### config.mk
export PLATFORM = sky130hd
export DESIGN_NAME = morse_digit_decoder
export DESIGN_NICKNAME = d
export VERILOG_FILES = /design/src/rtl/morse_pkg.sv /design/src/rtl/key_debounce.sv /design/src/rtl/morse_digit_decoder.sv
export SDC_FILE = /design/constraint.sdc
export NUM_CORES = 1
export LEC_CHECK = 0
export ABC_AREA = 1
export ABC_CLOCK_PERIOD_IN_PS = 3100
export BUFFER_PORTS_ARGS = -buffer_cell sky130_fd_sc_hd__clkbuf_2
export CAP_MARGIN = 0
export CORE_MARGIN = 3
export CORE_UTILIZATION = 59
export CTS_CLUSTER_SIZE = 28
export DETAILED_ROUTE_END_ITERATION = 8
export PLACE_DENSITY = 0.76
export SLEW_MARGIN = 25
export SYNTH_ARGS = -nofsm -noshare
export SYNTH_HDL_FRONTEND = slang
export SYNTH_SLANG_ARGS = --single-unit
### constraint.sdc
create_clock -name clk -period 3.1 [get_ports clk]
set_clock_uncertainty 0.2 [all_clocks]
set_input_delay 0.31 -clock clk [delete_from_list [all_inputs] [get_ports clk]]
set_output_delay 0.31 -clock clk [all_outputs]
set_load 0.01 [all_outputs]
### src/rtl/morse_pkg.sv
// Shared types and constants for the Morse digit decoder: FSM states,
// the ten legal 5-element digit patterns (0 = dot, 1 = dash, first element in MSB).
package morse_pkg;

    typedef enum logic [1:0] {
        S_IDLE  = 2'd0,
        S_MARK  = 2'd1,
        S_SPACE = 2'd2,
        S_EVAL  = 2'd3
    } state_t;

    localparam logic [4:0] PAT_0 = 5'b11111;
    localparam logic [4:0] PAT_1 = 5'b01111;
    localparam logic [4:0] PAT_2 = 5'b00111;
    localparam logic [4:0] PAT_3 = 5'b00011;
    localparam logic [4:0] PAT_4 = 5'b00001;
    localparam logic [4:0] PAT_5 = 5'b00000;
    localparam logic [4:0] PAT_6 = 5'b10000;
    localparam logic [4:0] PAT_7 = 5'b11000;
    localparam logic [4:0] PAT_8 = 5'b11100;
    localparam logic [4:0] PAT_9 = 5'b11110;

    localparam logic [3:0] ERR_CODE = 4'hE;

    // Returns {hit, digit}; a miss carries ERR_CODE in the digit field.
    function automatic logic [4:0] lookup_digit(input logic [4:0] pat);
        logic [4:0] res;
        case (pat)
            PAT_0:   res = {1'b1, 4'd0};
            PAT_1:   res = {1'b1, 4'd1};
            PAT_2:   res = {1'b1, 4'd2};
            PAT_3:   res = {1'b1, 4'd3};
            PAT_4:   res = {1'b1, 4'd4};
            PAT_5:   res = {1'b1, 4'd5};
            PAT_6:   res = {1'b1, 4'd6};
            PAT_7:   res = {1'b1, 4'd7};
            PAT_8:   res = {1'b1, 4'd8};
            PAT_9:   res = {1'b1, 4'd9};
            default: res = {1'b0, ERR_CODE};
        endcase
        return res;
    endfunction

endpackage

### src/rtl/key_debounce.sv
// Level debouncer: out follows in only after DEBOUNCE_CYC consecutive cycles
// of the opposite level; any return to the current level restarts the count.
module key_debounce #(
    parameter int DEBOUNCE_CYC = 500000
) (
    input  logic clk,
    input  logic rst,
    input  logic in,
    output logic out
);

    localparam int CW = (DEBOUNCE_CYC < 2) ? 1 : $clog2(DEBOUNCE_CYC + 1);

    logic [CW-1:0] cnt;

    always_ff @(posedge clk or posedge rst) begin
        if (rst) begin
            cnt <= '0;
            out <= 1'b0;
        end else if (in == out) begin
            cnt <= '0;
        end else if (cnt == CW'(DEBOUNCE_CYC - 1)) begin
            cnt <= '0;
            out <= in;
        end else begin
            cnt <= cnt + 1'b1;
        end
    end

endmodule

### src/rtl/morse_digit_decoder.sv
// Decodes Morse digits 0-9 from a raw key: synchronize, debounce, time marks
// and spaces, then evaluate the 5-element pattern once the inter-character gap expires.
module morse_digit_decoder
    import morse_pkg::*;
#(
    parameter int DEBOUNCE_CYC = 500000,
    parameter int DOT_MAX_CYC  = 10000000,
    parameter int GAP_CYC      = 25000000
) (
    input  logic       clk,
    input  logic       rst,
    input  logic       key,
    output logic [3:0] digit,
    output logic       digit_valid,
    output logic       err,
    output logic [2:0] elem_count,
    output logic       busy
);

    localparam int DW = $clog2(DOT_MAX_CYC + 2);
    localparam int GW = $clog2(GAP_CYC + 1);

    logic [1:0]    sync_q;
    logic          key_d;
    state_t        state, state_next;
    logic [DW-1:0] dur_cnt;
    logic [GW-1:0] gap_cnt;
    logic [4:0]    pattern;
    logic [4:0]    lookup;
    logic          start_mark, end_mark, gap_inc, do_eval, is_dash;

    always_ff @(posedge clk or posedge rst) begin
        if (rst) sync_q <= 2'b00;
        else     sync_q <= {sync_q[0], key};
    end

    key_debounce #(.DEBOUNCE_CYC(DEBOUNCE_CYC)) u_debounce (
        .clk (clk),
        .rst (rst),
        .in  (sync_q[1]),
        .out (key_d)
    );

    always_ff @(posedge clk or posedge rst) begin
        if (rst) state <= S_IDLE;
        else     state <= state_next;
    end

    // Debounced level is used directly, so a press held through EVAL starts a mark on return to IDLE.
    always_comb begin
        state_next = state;
        start_mark = 1'b0;
        end_mark   = 1'b0;
        gap_inc    = 1'b0;
        do_eval    = 1'b0;
        case (state)
            S_IDLE: begin
                if (key_d) begin
                    state_next = S_MARK;
                    start_mark = 1'b1;
                end
            end
            S_MARK: begin
                if (!key_d) begin
                    state_next = S_SPACE;
                    end_mark   = 1'b1;
                end
            end
            S_SPACE: begin
                if (key_d) begin
                    state_next = S_MARK;
                    start_mark = 1'b1;
                end else if (gap_cnt == GW'(GAP_CYC)) begin
                    state_next = S_EVAL;
                end else begin
                    gap_inc = 1'b1;
                end
            end
            S_EVAL: begin
                state_next = S_IDLE;
                do_eval    = 1'b1;
            end
            default: state_next = S_IDLE;
        endcase
    end

    assign is_dash = (dur_cnt > DW'(DOT_MAX_CYC));
    assign lookup  = lookup_digit(pattern);
    assign busy    = (state != S_IDLE);

    always_ff @(posedge clk or posedge rst) begin
        if (rst) begin
            dur_cnt     <= '0;
            gap_cnt     <= '0;
            pattern     <= '0;
            elem_count  <= '0;
            digit       <= 4'h0;
            digit_valid <= 1'b0;
            err         <= 1'b0;
        end else begin
            digit_valid <= 1'b0;
            err         <= 1'b0;

            if (start_mark)
                dur_cnt <= DW'(1);
            else if (state == S_MARK && dur_cnt != DW'(DOT_MAX_CYC + 1))
                dur_cnt <= dur_cnt + 1'b1;

            // Elements past the fifth only bump the count, which forces rejection.
            if (end_mark) begin
                gap_cnt <= '0;
                if (elem_count < 3'd5)
                    pattern <= {pattern[3:0], is_dash};
                if (elem_count != 3'd7)
                    elem_count <= elem_count + 1'b1;
            end else if (gap_inc) begin
                gap_cnt <= gap_cnt + 1'b1;
            end

            if (do_eval) begin
                dur_cnt    <= '0;
                gap_cnt    <= '0;
                pattern    <= '0;
                elem_count <= '0;
                if (elem_count == 3'd5 && lookup[4]) begin
                    digit       <= lookup[3:0];
                    digit_valid <= 1'b1;
                end else begin
                    digit <= ERR_CODE;
                    err   <= 1'b1;
                end
            end
        end
    end

endmodule

==> Implementation_results.wiki <==
{| class="wikitable"
! Metric !! Value
|-
| Outcome || complete, no violations
|-
| Worst setup slack after layout || around 0.9 ns
|-
| Number of hold-slack violations in the final timing report || 0
|-
| Power per standard cell area || about 340 nW/um^2
|-
| Max Fclk || 455 MHz
|-
| Number of levels the H-tree was split into || 3
|-
| WHS Endpoint || sync_q[1]
|-
| Max VDD drop || 209 uV
|-
| Arrival time of data at the critical path endpoint || roughly 2.2 ns
|-
| Number of instances on the worst hold path || 0
|-
| Buffer type at the clock tree root || clkbuf_8
|-
| Detailed-routing iteration count for the pre-antenna-repair pass || 6
|-
| Number of port buffers || 12
|-
| Min-Delay Startpoint || sync_q[0]
|-
| Top post-synthesis cells by area || dfrtp_1 (39%), nand2_1 (14%), nor2_1 (10%)
|-
| CTS tree || yes
|-
| Sequential element share of the synthesized area || 0.390
|-
| RSZ-0062 raised after global routing || no
|-
| Syn nets || approximately 810
|-
| Depth of the worst register-to-register path || 6
|-
| Critical R2R Launch || state[0]
|-
| Clock buffers created by TritonCTS || 9
|-
| Transition time of the tightest slew-check pin || 0.700 ns
|-
| Clock latency reported for the late side of the worst-skew pair || about 0.36 ns
|-
| Clock transition at the registers of the reported paths || roughly 0.090 ns
|-
| Number of standard-cell rows in the floorplan || 34
|-
| Reg-to-reg critical path endpoint || dur_cnt[10]
|-
| Antenna violations before repair || 0
|-
| Antenna Diode Count || 0
|-
| Cell internal power dissipation || between 1.5 and 2 mW
|-
| Post-Syn Area || 5590 um^2
|-
| Clock sinks || between 80 and 90
|-
| Routability congestion estimate from global placement || 0.995
|-
| Required time reported for the critical path endpoint || between 3 and 4 ns
|-
| Remaining DRCs || 0
|-
| Class of the tightest hold or removal check || reg -> reg
|-
| Vertical extent of the die || ~100 um
|-
| Post-synthesis average cell area || approximately 7 um^2
|-
| Die Span X || between 100 and 150 um
|-
| Largest net degree at the start of global routing || just under 50
|-
| Grt ovf || 0
|-
| Most area-hungry cell type in the Yosys netlist || dfrtp_1
|-
| Wire length per cell || ~13 um
|-
| Most common cell after layout, fill and taps aside || nand2_1
|-
| Clock network fraction of design power || 0.407
|-
| Total number of nets in the final design || between 800 and 900
|-
| Gate count after technology mapping || between 700 and 800
|-
| Number of distinct standard cells referenced by the synthesized netlist || 42
|-
| Final-layout fill cell count || 827
|-
| Classification of the worst setup path || reg -> reg
|-
| FF-to-FF setup slack || around 0.90 ns
|-
| Most frequent cells in the layout || nand2_1 (208), nor2_1 (152), dfrtp_1 (87)
|-
| Yosys warning total || 0
|-
| Final antenna-violating net count || 0
|-
| Relative slew margins || 0.533
|-
| Total negative slack for setup checks || 0 ns
|-
| Area overhead of the layout relative to synthesis || 6.31%
|-
| Final-layout worst hold slack || 0.223 ns
|-
| Tmin final || around 2.2 ns
|-
| Clock Tree Buf Depth || 2
|-
| Share of total power in sequential cells || 0.572
|-
| Total die area || around 11000 um^2
|-
| Final period util || 0.710
|-
| Final instance area || between 5000 and 6000 um^2
|-
| Synth top area share || 0.390
|-
| First-pass GRT wire length || 21.7 mm
|-
| Iter 0 DRT Violations || 417
|-
| Capturing element type of the critical path || flop
|-
| Overall via count from detail_route || roughly 5100
|-
| Net switching component of the power || 0.468 mW
|-
| Vias per cell || roughly 5.4
|-
| Initial core utilization || 0.623
|-
| Share of final-layout standard cells stronger than drive strength 1 || 0.0858
|-
| Slew Viols, Final || 0
|-
| Number of endpoints failing setup at the final stage || 0
|-
| Pre-CTS WS || ~0.93 ns
|-
| Count of maximum capacitance violations || 0
|-
| Total global-route track usage || 0.254
|-
| Reported leakage power || roughly 2.7 nW
|-
| Largest fanout on the critical path || 30
|-
| Power share of the combinational group || 0.021
|-
| Total routed wirelength || approximately 13 mm
|-
| Io pins || 13
|-
| HPWL after detailed placement || approximately 9.4 mm
|-
| Cell area after placement || 5720 um^2
|-
| Critical Path Source Type || flop
|-
| Switching share of total power || 0.235
|-
| Number of global-route vias before repair || 4656
|-
| Post-synthesis sequential element count || a little under 90
|-
| Area of the core || between 8000 and 9000 um^2
|}
-- worst max path at each step --
| stage | from | depth (start not counted) | endpoint | slack, ns |
|---|---|---|---|---|
| detailed placement | state[0] | 6 | dur_cnt[10] | 0.93 |
| CTS | state[0] | 6 | dur_cnt[10] | 0.91 |
| global placement | state[0] | 6 | dur_cnt[10] | 0.95 |
| global route | u_debounce.cnt[0] | 8 | u_debounce.cnt[15] | 0.73 |
| floorplan | rst | 1 | digit[0] | 0.34 |
| finish | state[0] | 6 | dur_cnt[10] | 0.90 |
-- synthesized netlist by cell type (all sizes together) --
cell,instances
nand2,218
and3,1
o21a,1
a31oi,3
or2,4
nor3b,4
nor3,19
o22ai,4
a211oi,1
buf,12
a311oi,1
o211ai,2
xnor2,4
inv,98
nand4,20
xor2,18
ha,13
o21ai,35
nor4,3
nor2,160
o21bai,9
nand3,61
dfrtp,87
and2,1
nand3b,2
a21oi,16
-- what timing repair did --
| item | 4_1_cts | 5_1_grt |
|---|---|---|
| hold buffers | 2 | 0 |
| buffers inserted | 0 | 0 |
| hold endpoints to repair | 40 | 0 |
| gates resized for setup | 0 | 0 |
-- power by group through the flow --
stage                     Clock [mW]  Sequential, mW  Combinational (mW)
after floorplan                    0            1.16              0.0278
after global placement             0            1.16              0.0414
after detailed placement           0            1.16              0.0423
after CTS                      0.830            1.14              0.0441
after global routing           0.887            1.14              0.0489
final                          0.812            1.14              0.0411
-- sequential cells by signal, indices dropped and copies added, names as in the netlist --
signal / flops
pattern: 5
digit_valid: 1
dur_cnt: 24
u_debounce.cnt: 19
gap_cnt: 25
err: 1
u_debounce.out: 1
sync_q: 2
digit: 4
state: 2
elem_count: 3
-- cell type report --
class	instances	area, um^2	share of cell area
multi-input combinational	600	2940	0.494
sequential	87	2180	0.366
inverter	98	374	0.0630
tap	126	158	0.0265
clock buffer	10	128	0.0215
timing repair buffer	15	100	0.0168
clock inverter	6	68.8	0.0116
-- routing by layer --
metal | wire length (um) | track usage | share of wire
met4 | 187 | 0.0757 | 0.015
met1 | 5970 | 0.375 | 0.47
met3 | 858 | 0.0443 | 0.068
met5 | 0 | 0 | 0
met2 | 5690 | 0.385 | 0.45
-- metrics by stage --
step / std cells / power [mW] / util
2_1_floorplan: 797 / 1.19 / -
3_3_place_gp: 924 / 1.21 / 0.638
3_5_place_dp: 924 / 1.21 / 0.638
4_1_cts: 942 / 2.02 / 0.662
5_1_grt: 942 / 2.08 / 0.662
6_report: 942 / 1.99 / 0.662
-- critical path, cell delays in order (launching register included) --
cell and delay [ns]:
dfrtp_1 0.47, nand2_2 0.52, nand2_2 0.24, inv_2 0.19, nand2_4 0.14, inv_4 0.18, o21ai_0 0.12
-- cells by family after synthesis --
family | count (synthesis) | share of synthesized area
flops | 87 | 0.390
compound gates | 72 | 0.0759
fa+ha+maj | 13 | 0.0291
buf+inv | 110 | 0.0851
xor+xnor | 22 | 0.0345
simple gates | 493 | 0.386
(Power assumes the default switching activity.)
